--- config.mk ---
export PLATFORM = sky130hd
export DESIGN_NAME = ndata_serializer
export DESIGN_NICKNAME = d
export VERILOG_FILES = /design/src/rtl/ndata_serializer.sv
export SDC_FILE = /design/constraint.sdc
export NUM_CORES = 1
export LEC_CHECK = 0
export ABC_AREA = 1
export BUFFER_PORTS_ARGS = -buffer_cell sky130_fd_sc_hd__buf_4
export CORE_ASPECT_RATIO = 0.5
export CORE_MARGIN = 3
export CORE_UTILIZATION = 40
export CTS_CLUSTER_SIZE = 24
export DETAILED_ROUTE_END_ITERATION = 8
export PLACE_DENSITY = 0.69
export SLEW_MARGIN = 20
export SYNTH_ARGS = -nofsm -noshare
export SYNTH_HDL_FRONTEND = slang
export SYNTH_SLANG_ARGS = --single-unit
--- constraint.sdc ---
create_clock -name clk -period 6.7 [get_ports clk]
set_clock_uncertainty 0.15 [all_clocks]
set_input_delay 0.67 -clock clk [delete_from_list [all_inputs] [get_ports clk]]
set_output_delay 0.67 -clock clk [all_outputs]
set_load 0.02 [all_outputs]
--- src/rtl/ndata_serializer.sv ---
// ndata_serializer
//
// Width-down converter for a normalized ndata stream. One input beat of
// NUM_ELEMENTS lanes is captured in a hold register. It is then emitted as
// consecutive OUT_ELEMENTS-lane chunks, lowest lanes first. Element order,
// partial keep and last are preserved. Trailing chunks that carry no kept
// lanes are skipped, so the output stream is also normalized.
//
// Ports
//   clk        in   sole clock, rising edge
//   rst_n      in   asynchronous active-low reset
//   in_valid   in   input beat valid
//   in_ready   out  input beat accepted when in_valid && in_ready
//   in_data    in   NUM_ELEMENTS lanes of data_t, lane 0 in the LSBs
//   in_keep    in   per-lane keep, contiguous low-order prefix
//   in_last    in   end of stream marker
//   out_valid  out  output chunk valid
//   out_ready  in   output chunk accepted when out_valid && out_ready
//   out_data   out  OUT_ELEMENTS lanes of data_t
//   out_keep   out  per-lane keep of the current chunk
//   out_last   out  asserted on the final chunk of a last input beat
module ndata_serializer #(
  parameter type data_t       = logic [31:0],
  parameter int  NUM_ELEMENTS = 8,
  parameter int  OUT_ELEMENTS = 2,
  localparam int DATA_W       = $bits(data_t)
) (
  input  logic                             clk,
  input  logic                             rst_n,
  input  logic                             in_valid,
  output logic                             in_ready,
  input  logic [NUM_ELEMENTS*DATA_W-1:0]   in_data,
  input  logic [NUM_ELEMENTS-1:0]          in_keep,
  input  logic                             in_last,
  output logic                             out_valid,
  input  logic                             out_ready,
  output logic [OUT_ELEMENTS*DATA_W-1:0]   out_data,
  output logic [OUT_ELEMENTS-1:0]          out_keep,
  output logic                             out_last
);

  localparam int RATIO = NUM_ELEMENTS / OUT_ELEMENTS;
  localparam int IDX_W = (RATIO > 1) ? $clog2(RATIO) : 1;
  localparam int OUT_W = OUT_ELEMENTS * DATA_W;
  localparam logic [IDX_W-1:0] IDX_MAX = IDX_W'(RATIO - 1);

  if ((NUM_ELEMENTS % OUT_ELEMENTS) != 0) begin : g_ratio_check
    $error("ndata_serializer: NUM_ELEMENTS must be a multiple of OUT_ELEMENTS");
  end

  // Hold register and chunk pointer
  logic [NUM_ELEMENTS*DATA_W-1:0] hold_data_q, hold_data_d;
  logic [NUM_ELEMENTS-1:0]        hold_keep_q, hold_keep_d;
  logic                           hold_last_q, hold_last_d;
  logic                           hold_valid_q, hold_valid_d;
  logic [IDX_W-1:0]               idx_q, idx_d;

  // Per-chunk views of the hold register
  logic [OUT_W-1:0]        chunk_data [RATIO];
  logic [OUT_ELEMENTS-1:0] chunk_keep [RATIO];
  logic [RATIO-1:0]        chunk_any;

  for (genvar gi = 0; gi < RATIO; gi++) begin : g_chunk
    assign chunk_data[gi] = hold_data_q[gi*OUT_W +: OUT_W];
    assign chunk_keep[gi] = hold_keep_q[gi*OUT_ELEMENTS +: OUT_ELEMENTS];
    assign chunk_any[gi]  = |hold_keep_q[gi*OUT_ELEMENTS +: OUT_ELEMENTS];
  end

  // True when no chunk beyond the current one carries a kept lane. Since
  // keep is a prefix, this ends a partial beat early; an all-zero keep
  // makes chunk 0 final so an empty beat still produces exactly one output.
  logic rest_empty;
  always_comb begin
    rest_empty = 1'b1;
    for (int k = 0; k < RATIO; k++) begin
      if (k > int'(idx_q) && chunk_any[k]) begin
        rest_empty = 1'b0;
      end
    end
  end

  logic final_chunk;
  logic in_fire;
  logic out_fire;

  assign final_chunk = (idx_q == IDX_MAX) || rest_empty;

  assign out_valid = hold_valid_q;
  assign out_data  = chunk_data[idx_q];
  assign out_keep  = chunk_keep[idx_q];
  assign out_last  = hold_last_q && final_chunk;

  // Final-chunk pass-through lets the next beat load on the same edge the
  // last chunk leaves, avoiding a bubble between beats.
  assign in_ready = !hold_valid_q || (out_ready && final_chunk);
  assign in_fire  = in_valid && in_ready;
  assign out_fire = hold_valid_q && out_ready;

  always_comb begin
    hold_data_d  = hold_data_q;
    hold_keep_d  = hold_keep_q;
    hold_last_d  = hold_last_q;
    hold_valid_d = hold_valid_q;
    idx_d        = idx_q;
    if (in_fire) begin
      hold_data_d  = in_data;
      hold_keep_d  = in_keep;
      hold_last_d  = in_last;
      hold_valid_d = 1'b1;
      idx_d        = '0;
    end else if (out_fire) begin
      if (final_chunk) begin
        hold_valid_d = 1'b0;
        idx_d        = '0;
      end else begin
        idx_d = idx_q + IDX_W'(1);
      end
    end
  end

  always_ff @(posedge clk or negedge rst_n) begin
    if (!rst_n) begin
      hold_keep_q  <= '0;
      hold_last_q  <= 1'b0;
      hold_valid_q <= 1'b0;
      idx_q        <= '0;
    end else begin
      hold_keep_q  <= hold_keep_d;
      hold_last_q  <= hold_last_d;
      hold_valid_q <= hold_valid_d;
      idx_q        <= idx_d;
    end
  end

  // Payload is qualified by hold_valid and keep, so it needs no reset.
  always_ff @(posedge clk) begin
    hold_data_q <= hold_data_d;
  end

endmodule

=== After elaboration in Yosys (flattened, before gate mapping) ===
Cells that the tools add are included.

* Muxes and demuxes: 15
* Bitwise gates (word level): 1
* Eq/ne operators: 1
* Add/sub/neg operators: 1
* $lt $le $gt $ge: 4
* Reduce and logical (&&, ||, !) cells: 16

{| class="wikitable"
|+ Operators with widths
! cell !! number
|-
| 64-bit binary-select mux with 2-bit select || 1
|-
| 64-bit two-way mux || 2
|-
| 2-bit two-way mux || 5
|-
| 1-bit logical AND || 7
|-
| 1-bit two-way mux || 6
|-
| 2-bit OR reduction || 3
|-
| 2-bit binary-select mux with 2-bit select || 1
|-
| 2-bit greater-than comparator (first input constant) || 2
|-
| 2-bit nonzero test || 2
|-
| 3-bit >= comparator (second input constant) || 1
|-
| 2-bit inverter with 3-bit output || 1
|-
| 2-bit by 1-bit adder with 2-bit output (second input constant) || 1
|-
| 2-bit equality test (second input constant) || 1
|-
| 1-bit by 2-bit greater-than comparator with 1-bit output (first input constant) || 1
|-
| 1-bit logical OR || 2
|-
| 2-bit AND reduction || 1
|-
| 1-bit zero test || 1
|}

* Output and inout port bits: 69
* Bits of input ports: 269
* Flip-flop bits (word level): 268
* Word-level logic and storage cells: 43

=== Logic depth before layout (Yosys ltp) ===
Gate-level depths: netlist of run 1.

* Depth after elaboration: 11
* Mapped depth: 14
* Gate-level depth less buffers: 11

=== Worst setup path after synthesis of run 1 ===
Ideal clock, no wire load.

* Path type: reg2reg
* Start point: reg idx_q[0]
* End point: reg hold_data_q[0] (enable)
* Path buffers: 3
* Stages on the path, launching flop included: 14
* Setup time: 0.494 ns
* Path slack: 1.798 ns
* Required time: 6.056 ns
* Clock period less this slack: 4.902 ns
* Arrival: 4.258 ns
* Path through: dfrtp_1 buf_6 inv_4 buf_6 buf_6 ha_1 nor2_1 nand2_1 nand3_1 nand2_1 nand2_1 nand2_2 nand2_2 inv_2

* Word-level cells in the longest chain between the ends: 9
* Elaborated cells on any way between the ends: 14
* Classes of those cells: order compare (3); eq/ne (1); mux (3); reduce/logical (7)

{| class="wikitable"
|+ Ends and longest elaborated chain
! item !! line !! source
|-
| from (decl) || 56 || <nowiki>logic [IDX_W-1:0] idx_q, idx_d;</nowiki>
|-
| from (signal assigned) || 131 || <nowiki>idx_q <= idx_d;</nowiki>
|-
| 1-bit by 2-bit greater-than comparator with 1-bit output || 76 || <nowiki>if (k > int'(idx_q) && chunk_any[k]) begin</nowiki>
|-
| 1-bit logical AND || 76 ||
|-
| 1-bit two-way mux (3 in series) || 76 ||
|-
| 1-bit logical OR (*) || 86 || <nowiki>assign final_chunk = (idx_q == IDX_MAX) || rest_empty;</nowiki>
|-
| 1-bit logical AND (*) || 95 || <nowiki>assign in_ready = !hold_valid_q || (out_ready && final_chunk);</nowiki>
|-
| 1-bit logical OR (*) || 95 ||
|-
| 1-bit logical AND (*) || 96 || <nowiki>assign in_fire = in_valid && in_ready;</nowiki>
|-
| to (signal assigned) || 137 || <nowiki>hold_data_q <= hold_data_d;</nowiki>
|-
| to (decl) || 52 || <nowiki>logic [NUM_ELEMENTS*DATA_W-1:0] hold_data_q, hold_data_d;</nowiki>
|}

Every way passes the cells marked *; elsewhere a longest branch is shown, timed or not.
A chain may end at the register's enable or synchronous reset.

=== Worst setup path after layout of run 1 ===
* Start point: reg idx_q[0]
* End point: reg hold_data_q[206] (enable)

The elaborated chain is that of the path after synthesis.

==> out/results.txt, run 1 <==
violation count after the first detailed-route iteration -> 495
clock power share -> 0.223
Highest Clock Rate -> 234 MHz
CP top delay family -> buffers and inverters
FF-to-FF setup slack -> 2.42 ns
number of global-route vias before repair -> 7059
wire per inst -> 19.1 um
TNS Setup -> 0 ns
unrepaired setup endpoints after global routing -> no
final std cells w/o fill -> 1377
Boundary Pins -> 338
Final period util -> 0.638
Area Growth Syn to Fin -> 33.9%
Critical Path, Cell by Cell -> inv_4 -> ha_1 -> nor2_1 -> nand2_1 -> nand3_1 -> nand2_1 -> nand2_1 -> nand2_2 -> nand2_2 -> inv_8 -> buf_12
Clock Path Buffers -> 3
largest net degree at the start of global routing -> 135
placed cell count -> 1333
nets@finish -> 1296
number of cells on the critical path -> 11
number of max-cap violations -> 0
critical path type -> reg2reg
CTS H-tree depth -> 1
Switch Pwr -> 2.14 mW
drt drc -> 0
Syn Area/Cell -> 14.6 um2
Core Box Area -> 24600 um2
Reg2Reg Depth -> 11
Inserted Clock Buffers -> 24
ant diodes -> 0
Syn Nets -> 972
worst endpoint required time -> 6.70 ns
Die Area -> 27700 um2
GP Congestion -> 0.784
DP Area -> 12900 um2
post-route ant nets -> 0
FP Rows -> 40
Int Pwr -> 3.83 mW
initial antenna violation count -> 0
Slew @ Worst Pin -> 1.01 ns
postcts setup bufs -> 0
Leak Pwr -> 5.22 nW
Worst setup EP type -> flip-flop
Post-Syn Instances -> 700
# port buffers -> 337
Clock transition at path regs -> 0.07 ns
gr usage total -> 0.183
Setup Viol. Count Final -> 0
worst-skew pair later-pin latency -> 0.52 ns
VDD IR max -> 0.231 mV
layout cell share with drive strength beyond 1 -> 0.396
DP HPWL -> 17900 um
vias per cell -> 4.98
max_slew headroom -> 0.324
Ys Warns -> 0
CP max FO -> 134
post-route cell area -> 13700 um2
total wire length -> 26300 um
total clock sinks -> 268
Mapped Area -> 10200 um2
sequential area share after synthesis -> 0.780
DR vias -> 6860
pwr/cell area -> 436 nW/um2
Switching Share -> 0.359
1st-pass router iterations -> 5
status -> finished, final reports clean
global-route congestion overflow total -> 0
chip width -> 232 um
final worst setup slack -> 2.42 ns
RR Startpoint -> idx_q[0]$_DFFE_PN0P_
Initial Util -> 0.417
final hold slack -> 0.171 ns
Crit path largest cell delay -> 0.69 ns
worst hold path stage count -> 1
CP Data Arrival Time -> 4.28 ns
Min-Delay Startpoint -> in_data[11]
Area contributors post-synth -> edfxtp_1 75%, nor2_1 4.9%, o22ai_1 3.9%
Yosys reg bits -> 268
TritonCTS clock tree -> done
Sequential Power Share -> 0.412
Most Frequent Cell on Critical Path -> nand2_1
Total Power -> 5.97 mW
crit path time final -> 4.28 ns
Slew Limit Fails -> 0
post-synth top area cell -> edfxtp_1
first-pass GRT wire length -> 39200 um
highest-delay cell along the critical path -> inv_4
Comb power frac -> 0.365
Netlist cell types -> 20
final hold vios -> 0
worst path bufs/invs -> 3
Die H -> 119 um
Worst setup SP type -> flip-flop
Root Driver -> clkbuf_16
HP Class -> in2reg
share of the synthesized area in the top cell type -> 0.751
Post-Place Worst Slack -> 2.42 ns
Worst Setup SP -> idx_q[0]$_DFFE_PN0P_
Final Core Density -> 0.558
## metal layers
metal | part of all wire | vias up | routed length (um) | GRT usage
met4 | 0.035 | 0 | 918 | 0.0630
met1 | 0.39 | 3338 | 10200 | 0.222
met5 | 0 | - | 0 | 0
met2 | 0.53 | 192 | 14000 | 0.334
met3 | 0.044 | 56 | 1160 | 0.0272
li1 | - | 3274 | - | -
## final timing paths
path                                               to
max                        hold_data_q[206]$_DFFE_PP_
min in group asynchronous  hold_keep_q[0]$_DFFE_PN0P_
max in group asynchronous        idx_q[0]$_DFFE_PN0P_
min reg2reg                hold_keep_q[5]$_DFFE_PN0P_
max reg2reg                hold_data_q[206]$_DFFE_PP_
min                         hold_data_q[11]$_DFFE_PP_
## power by group through the flow
stage	Sequential (mW)	Clock, mW	Combinational [mW]
2_1_floorplan	2.47	0	1.42
3_3_place_gp	2.49	0	2.16
3_5_place_dp	2.50	0	2.19
4_1_cts	2.47	1.37	2.20
5_1_grt	2.50	1.45	2.35
6_report	2.46	1.33	2.18
## registers in the layout (all words and copies together) (netlist names)
signal and cells:
hold_data_q 256, hold_keep_q 8, out_valid 1, hold_last_q 1, idx_q 2
## cells by family after synthesis
family          synth area share
flops                      0.780
buf+inv                   0.0332
fa+ha+maj                0.00367
simple gates              0.0649
compound gates             0.118
## Yosys cell counts
master	count
a21oi_1	2
buf_2	12
buf_4	4
buf_6	14
clkbuf_1	15
dfrtp_1	12
edfxtp_1	256
ha_1	3
inv_1	5
inv_2	3
inv_4	1
nand2_1	24
nand2_2	2
nand3_1	10
nand4_1	2
nor2_1	133
o21ai_0	70
o21ai_1	39
o21ai_2	29
o22ai_1	64
## worst register-to-register path, cell delays in order, from the launching register on
cell     delay (ns)
dfrtp_4        0.67
inv_4          0.71
ha_1           0.32
nor2_1         0.04
nand2_1        0.09
nand3_1        0.07
nand2_1        0.08
nand2_1        0.06
nand2_2        0.18
nand2_2        0.21
inv_8          0.68
buf_12         0.61
## cell type report
| class | count | area [um2] |
|---|---|---|
| multi-input combinational | 378 | 1910 |
| clock buffer | 36 | 687 |
| inverter | 9 | 43.8 |
| tap | 336 | 420 |
| sequential | 268 | 7990 |
| fill | 2040 | 10900 |
| timing repair buffer | 343 | 2590 |
| clock inverter | 7 | 66.3 |
## cell usage in the layout, fill, tap and decap left out, drive strengths merged
cell type	n
a21oi	2
buf	342
bufinv	1
clkbuf	36
clkinv	3
clkinvlp	3
dfrtp	12
dlygate4sd3	1
edfxtp	256
ha	3
inv	9
nand2	26
nand3	10
nand4	2
nor2	133
o21ai	138
o22ai	64
## repair_timing
| item | in CTS | in global routing |
|---|---|---|
| hold endpoints to repair | 12 | 0 |
| hold buffers | 1 | 0 |
| gates resized for setup | 0 | 0 |
No activity file was read; power rests on OpenSTA's default activity.
==> inputs of run 2 (changes only) <==
- clock period: 6.7 -> 4 ns (I/O delays scaled with it)
==> out/results.txt, run 2 (same netlist as run 1, synthesis figures left out) <==
number of max-cap violations -> 0
Worst setup EP type -> primary output
vias per cell -> 5.02
first-pass GRT wire length -> 49200 um
max FFs per register -> 256
nets@finish -> 1571
hold buffers post-CTS -> 267
FP Rows -> 40
violation count after the first detailed-route iteration -> 601
Inserted Clock Buffers -> 25
Reg2Reg Depth -> 9
initial antenna violation count -> 9
Worst setup SP type -> flip-flop
postcts setup bufs -> 0
wire per inst -> 19.7 um
Die Area -> 27700 um2
Root Driver -> clkbuf_16
Critical Path, Cell by Cell -> inv_4 -> buf_4 -> o21ai_0 -> o22ai_1 -> buf_4
post-route cell area -> 16500 um2
reg2reg end -> hold_data_q[135]$_DFFE_PP_
chip width -> 232 um
FF-to-FF setup slack -> 0.90 ns
CP Data Arrival Time -> 2.66 ns
max_slew headroom -> 0.327
total wire length -> 32800 um
worst setup path end -> out_data[51]
# port buffers -> 337
TNS Setup -> 0 ns
HP Class -> in2reg
status -> finished, final reports clean
worst hold path stage count -> 3
biggest regs -> hold_data_q: 256 flops, hold_keep_q: 8 flops, idx_q: 2 flops
post-CTS sizing -> 0
number of global-route vias before repair -> 8960
gr usage total -> 0.230
DP HPWL -> 18100 um
placed cell count -> 1340
worst endpoint required time -> 3.45 ns
Core Box Area -> 24600 um2
Initial Util -> 0.417
critical path type -> reg2out
GP Congestion -> 0.807
most common cell after layout, fill and taps aside -> buf_4
RR Startpoint -> idx_q[1]$_DFFE_PN0P_
Clock Path Buffers -> 3
final std cells w/o fill -> 1660
total clock sinks -> 268
Slew Limit Fails -> 0
Worst Setup SP -> idx_q[0]$_DFFE_PN0P_
Post-Place Worst Slack -> 0.933 ns
drt drc -> 0
final worst setup slack -> 0.790 ns
worst-skew pair later-pin latency -> 0.52 ns
TritonCTS clock tree -> done
VDD IR max -> 0.323 mV
Highest Clock Rate -> 312 MHz
Crit path largest cell delay -> 0.72 ns
unrepaired setup endpoints after global routing -> no
Final period util -> 0.802
largest net degree at the start of global routing -> 105
final hold vios -> 0
pwr/cell area -> 637 nW/um2
layout cell share with drive strength beyond 1 -> 0.320
1st-pass router iterations -> 5
DP Area -> 13000 um2
Leak Pwr -> 6.41 nW
Slew @ Worst Pin -> 1.01 ns
final hold slack -> 0.0394 ns
Area Growth Syn to Fin -> 61.4%
Clock transition at path regs -> 0.07 ns
crit path time final -> 3.21 ns
Most Frequent Cell on Critical Path -> buf_4
Die H -> 119 um
Setup Viol. Count Final -> 0
DR vias -> 8325
highest-delay cell along the critical path -> buf_4
most frequent cells in the layout -> 346 x buf_4, 267 x dlygate4sd3_1, 256 x edfxtp_1
post-route ant nets -> 0
global-route congestion overflow total -> 0
CP max FO -> 70
Boundary Pins -> 338
Top reg by flops -> hold_data_q
CTS H-tree depth -> 1
run 2: cell types whose count changed in the layout (fill, tap and decap cells not counted):
cell,change
clkinvlp_4,-3
clkinv_1,+3
bufinv_16,+2
buf_16,+1
dlygate4sd3_1,+266
clkbuf_8,-2
buf_12,+2
diode_2,+10
buf_4,+5
clkinv_2,+3
clkbuf_1,-4
run 2: worst min-delay path by stage:
stage | startpoint | end
after floorplan | rst_n | hold_keep_q[0]$_DFFE_PN0P_
after CTS | out_ready | idx_q[0]$_DFFE_PN0P_
after global placement | rst_n | out_valid$_DFFE_PN0P_
after global routing | out_ready | idx_q[1]$_DFFE_PN0P_
final | out_ready | idx_q[0]$_DFFE_PN0P_
after detailed placement | rst_n | hold_keep_q[0]$_DFFE_PN0P_
run 2: where the power goes:
group          total (mW)  switching (mW)  internal [mW]
clock network        2.35            1.01           1.33
registers            4.09           0.234           3.86
logic                4.10            2.55           1.55
run 2: area by class of cell:
cell class,count,area (um2)
Tap cell,336,420
Inverter,9,43.8
Antenna cell,10,25.0
Timing Repair Buffer,617,5360
Clock inverter,12,130
Multi-Input combinational cell,378,1910
Clock buffer,30,644
Sequential cell,268,7990
Fill cell,1640,8050
run 2: metrics by stage:
stage               power, mW   util
finish                   10.5  0.673
global placement         7.86  0.530
global route             11.0  0.673
detailed placement       7.92  0.530
floorplan                6.47      -
CTS                      10.5  0.670
run 2: worst max-delay path: cells and delay by family, from the launching register on:
family,cells,cell delay [ns]
DFF,1,0.61
buffers and inverters,3,1.01
AOI/OAI and AO/OA,2,0.44
run 2: per-layer routing:
metal | share of wire | up-vias | GRT usage
li1 | - | 3829 | -
met1 | 0.36 | 4061 | 0.249
met2 | 0.54 | 312 | 0.432
met3 | 0.042 | 123 | 0.0361
met4 | 0.057 | 0 | 0.122
met5 | 0 | - | 0
==> inputs of run 3 (changes only) <==
- PLACE_DENSITY: 0.69 -> 0.71
- clock period: 4 -> 2.68 ns (I/O delays scaled with it)
==> out/results.txt, run 3 (same netlist as run 1, synthesis figures left out) <==
Comb power frac -> 0.402
layout cell share with drive strength beyond 1 -> 0.324
FF-to-FF setup slack -> 0.29 ns
Crit path largest cell delay -> 0.53 ns
gr usage total -> 0.240
FP Rows -> 40
Core Box Area -> 24600 um2
HP Class -> in2reg
worst path bufs/invs -> 3
critical path type -> reg2out
post-route ant nets -> 0
Final period util -> 0.958
Slew @ Worst Pin -> 0.579 ns
DR vias -> 8493
CTS H-tree depth -> 1
GP Congestion -> 0.850
Setup Viol. Count Final -> 0
initial antenna violation count -> 9
nets@finish -> 1590
violation count after the first detailed-route iteration -> 687
postcts setup bufs -> 0
vias per cell -> 5.06
first-pass GRT wire length -> 51000 um
final std cells w/o fill -> 1680
CP top delay family -> buffers and inverters
Worst setup SP type -> flip-flop
total clock sinks -> 268
Sequential Power Share -> 0.377
biggest regs -> hold_data_q: 256 flops, hold_keep_q: 8 flops, idx_q: 2 flops
Die H -> 119 um
Reg2Reg Depth -> 12
drt drc -> 0
Die Area -> 27700 um2
Initial Util -> 0.417
# port buffers -> 337
Clock transition at path regs -> 0.07 ns
1st-pass router iterations -> 5
Switch Pwr -> 5.90 mW
wire per inst -> 20.3 um
highest-delay cell along the critical path -> dfrtp_2
worst hold path stage count -> 2
Worst setup EP type -> primary output
max FFs per register -> 256
total wire length -> 34200 um
Leak Pwr -> 6.51 nW
worst endpoint required time -> 2.26 ns
most common cell after layout, fill and taps aside -> buf_4
number of cells on the critical path -> 5
final hold vios -> 0
placed cell count -> 1349
VDD IR max -> 0.485 mV
DP Area -> 13100 um2
CP max FO -> 69
number of global-route vias before repair -> 9273
final hold slack -> 0.312 ns
TritonCTS clock tree -> done
Root Driver -> clkbuf_16
post-route cell area -> 16800 um2
crit path time final -> 2.57 ns
Switching Share -> 0.365
status -> finished, final reports clean
Highest Clock Rate -> 389 MHz
CP Data Arrival Time -> 2.15 ns
clock power share -> 0.221
Inserted Clock Buffers -> 24
worst-skew pair later-pin latency -> 0.52 ns
TNS Setup -> 0 ns
number of max-cap violations -> 0
global-route congestion overflow total -> 0
chip width -> 232 um
Slew Limit Fails -> 0
Top reg by flops -> hold_data_q
max_slew headroom -> 0.613
largest net degree at the start of global routing -> 103
Area Growth Syn to Fin -> 64.3%
pwr/cell area -> 960 nW/um2
most frequent cells in the layout -> 348 x buf_4, 278 x dlygate4sd3_1, 256 x edfxtp_1
Clock Path Buffers -> 3
Critical Path, Cell by Cell -> inv_2 -> buf_16 -> o21ai_1 -> o22ai_1 -> buf_4
DP HPWL -> 18300 um
Total Power -> 16.1 mW
Boundary Pins -> 338
Int Pwr -> 10.2 mW
run 3: cell count changes in the layout (fill, tap and decap cells not counted), sizes merged:
cell / change
buf: +9
clkbuf: -1
clkinv: -2
clkinvlp: +5
diode: -1
dlygate4sd3: +11
inv: -1
run 3: cell type report:
| type | count | area, um2 |
|---|---|---|
| multi-input combinational | 378 | 1920 |
| timing repair buffer | 637 | 5620 |
| clock buffer | 29 | 641 |
| antenna | 9 | 22.5 |
| sequential | 268 | 7990 |
| fill | 1565 | 7750 |
| inverter | 9 | 62.6 |
| clock inverter | 14 | 155 |
| tap | 336 | 420 |
run 3: routing by layer:
| metal | GRT usage | vias to the layer above | part of all wire |
|---|---|---|---|
| li1 | - | 3867 | - |
| met1 | 0.262 | 4126 | 0.36 |
| met2 | 0.437 | 362 | 0.53 |
| met3 | 0.0476 | 138 | 0.054 |
| met4 | 0.133 | 0 | 0.057 |
| met5 | 0 | - | 0 |
run 3: metrics by stage:
step            util  worst slack, ns
6_report       0.685            0.112
2_1_floorplan      -           0.0320
5_1_grt        0.685         -0.00716
3_5_place_dp   0.535            0.302
3_3_place_gp   0.535            0.297
4_1_cts        0.682           0.0234
run 3: worst register-to-register path, stage by stage, from the launching register on:
cell and delay, ns:
dfrtp_4 0.48, clkinv_8 0.14, ha_1 0.23, nor2_1 0.08, nand2_1 0.06, nand3_1 0.06
nand2_1 0.06, nand2_1 0.08, nand2_2 0.08, buf_6 0.16, nand3_1 0.08, dlygate4sd3_1 0.56
nand2_1 0.06
run 3: timing repair:
action | in CTS | in global routing
endpoints found under the setup margin | 56 | 14
cloned | 1 | 0
endpoints found under the hold margin | 280 | 0
hold buffers | 278 | 0
gates resized for setup | 5 | 9
run 3: path summary, 6_finish.rpt:
| kind | from | endpoint |
|---|---|---|
| min in group asynchronous | rst_n | hold_keep_q[4]$_DFFE_PN0P_ |
| max in group asynchronous | rst_n | idx_q[0]$_DFFE_PN0P_ |
| min reg2reg | hold_keep_q[5]$_DFFE_PN0P_ | hold_keep_q[5]$_DFFE_PN0P_ |
| max reg2reg | idx_q[0]$_DFFE_PN0P_ | hold_keep_q[7]$_DFFE_PN0P_ |
| min | in_data[4] | hold_data_q[4]$_DFFE_PP_ |
| max | idx_q[1]$_DFFE_PN0P_ | out_data[0] |
run 3: power by group through the flow:
stage	Sequential (mW)	Combinational, mW	Clock, mW
detailed placement	6.12	5.84	0
CTS	6.04	6.33	3.60
finish	6.08	6.50	3.56
global placement	6.11	5.77	0
global route	6.16	6.94	3.81
floorplan	6.05	3.57	0
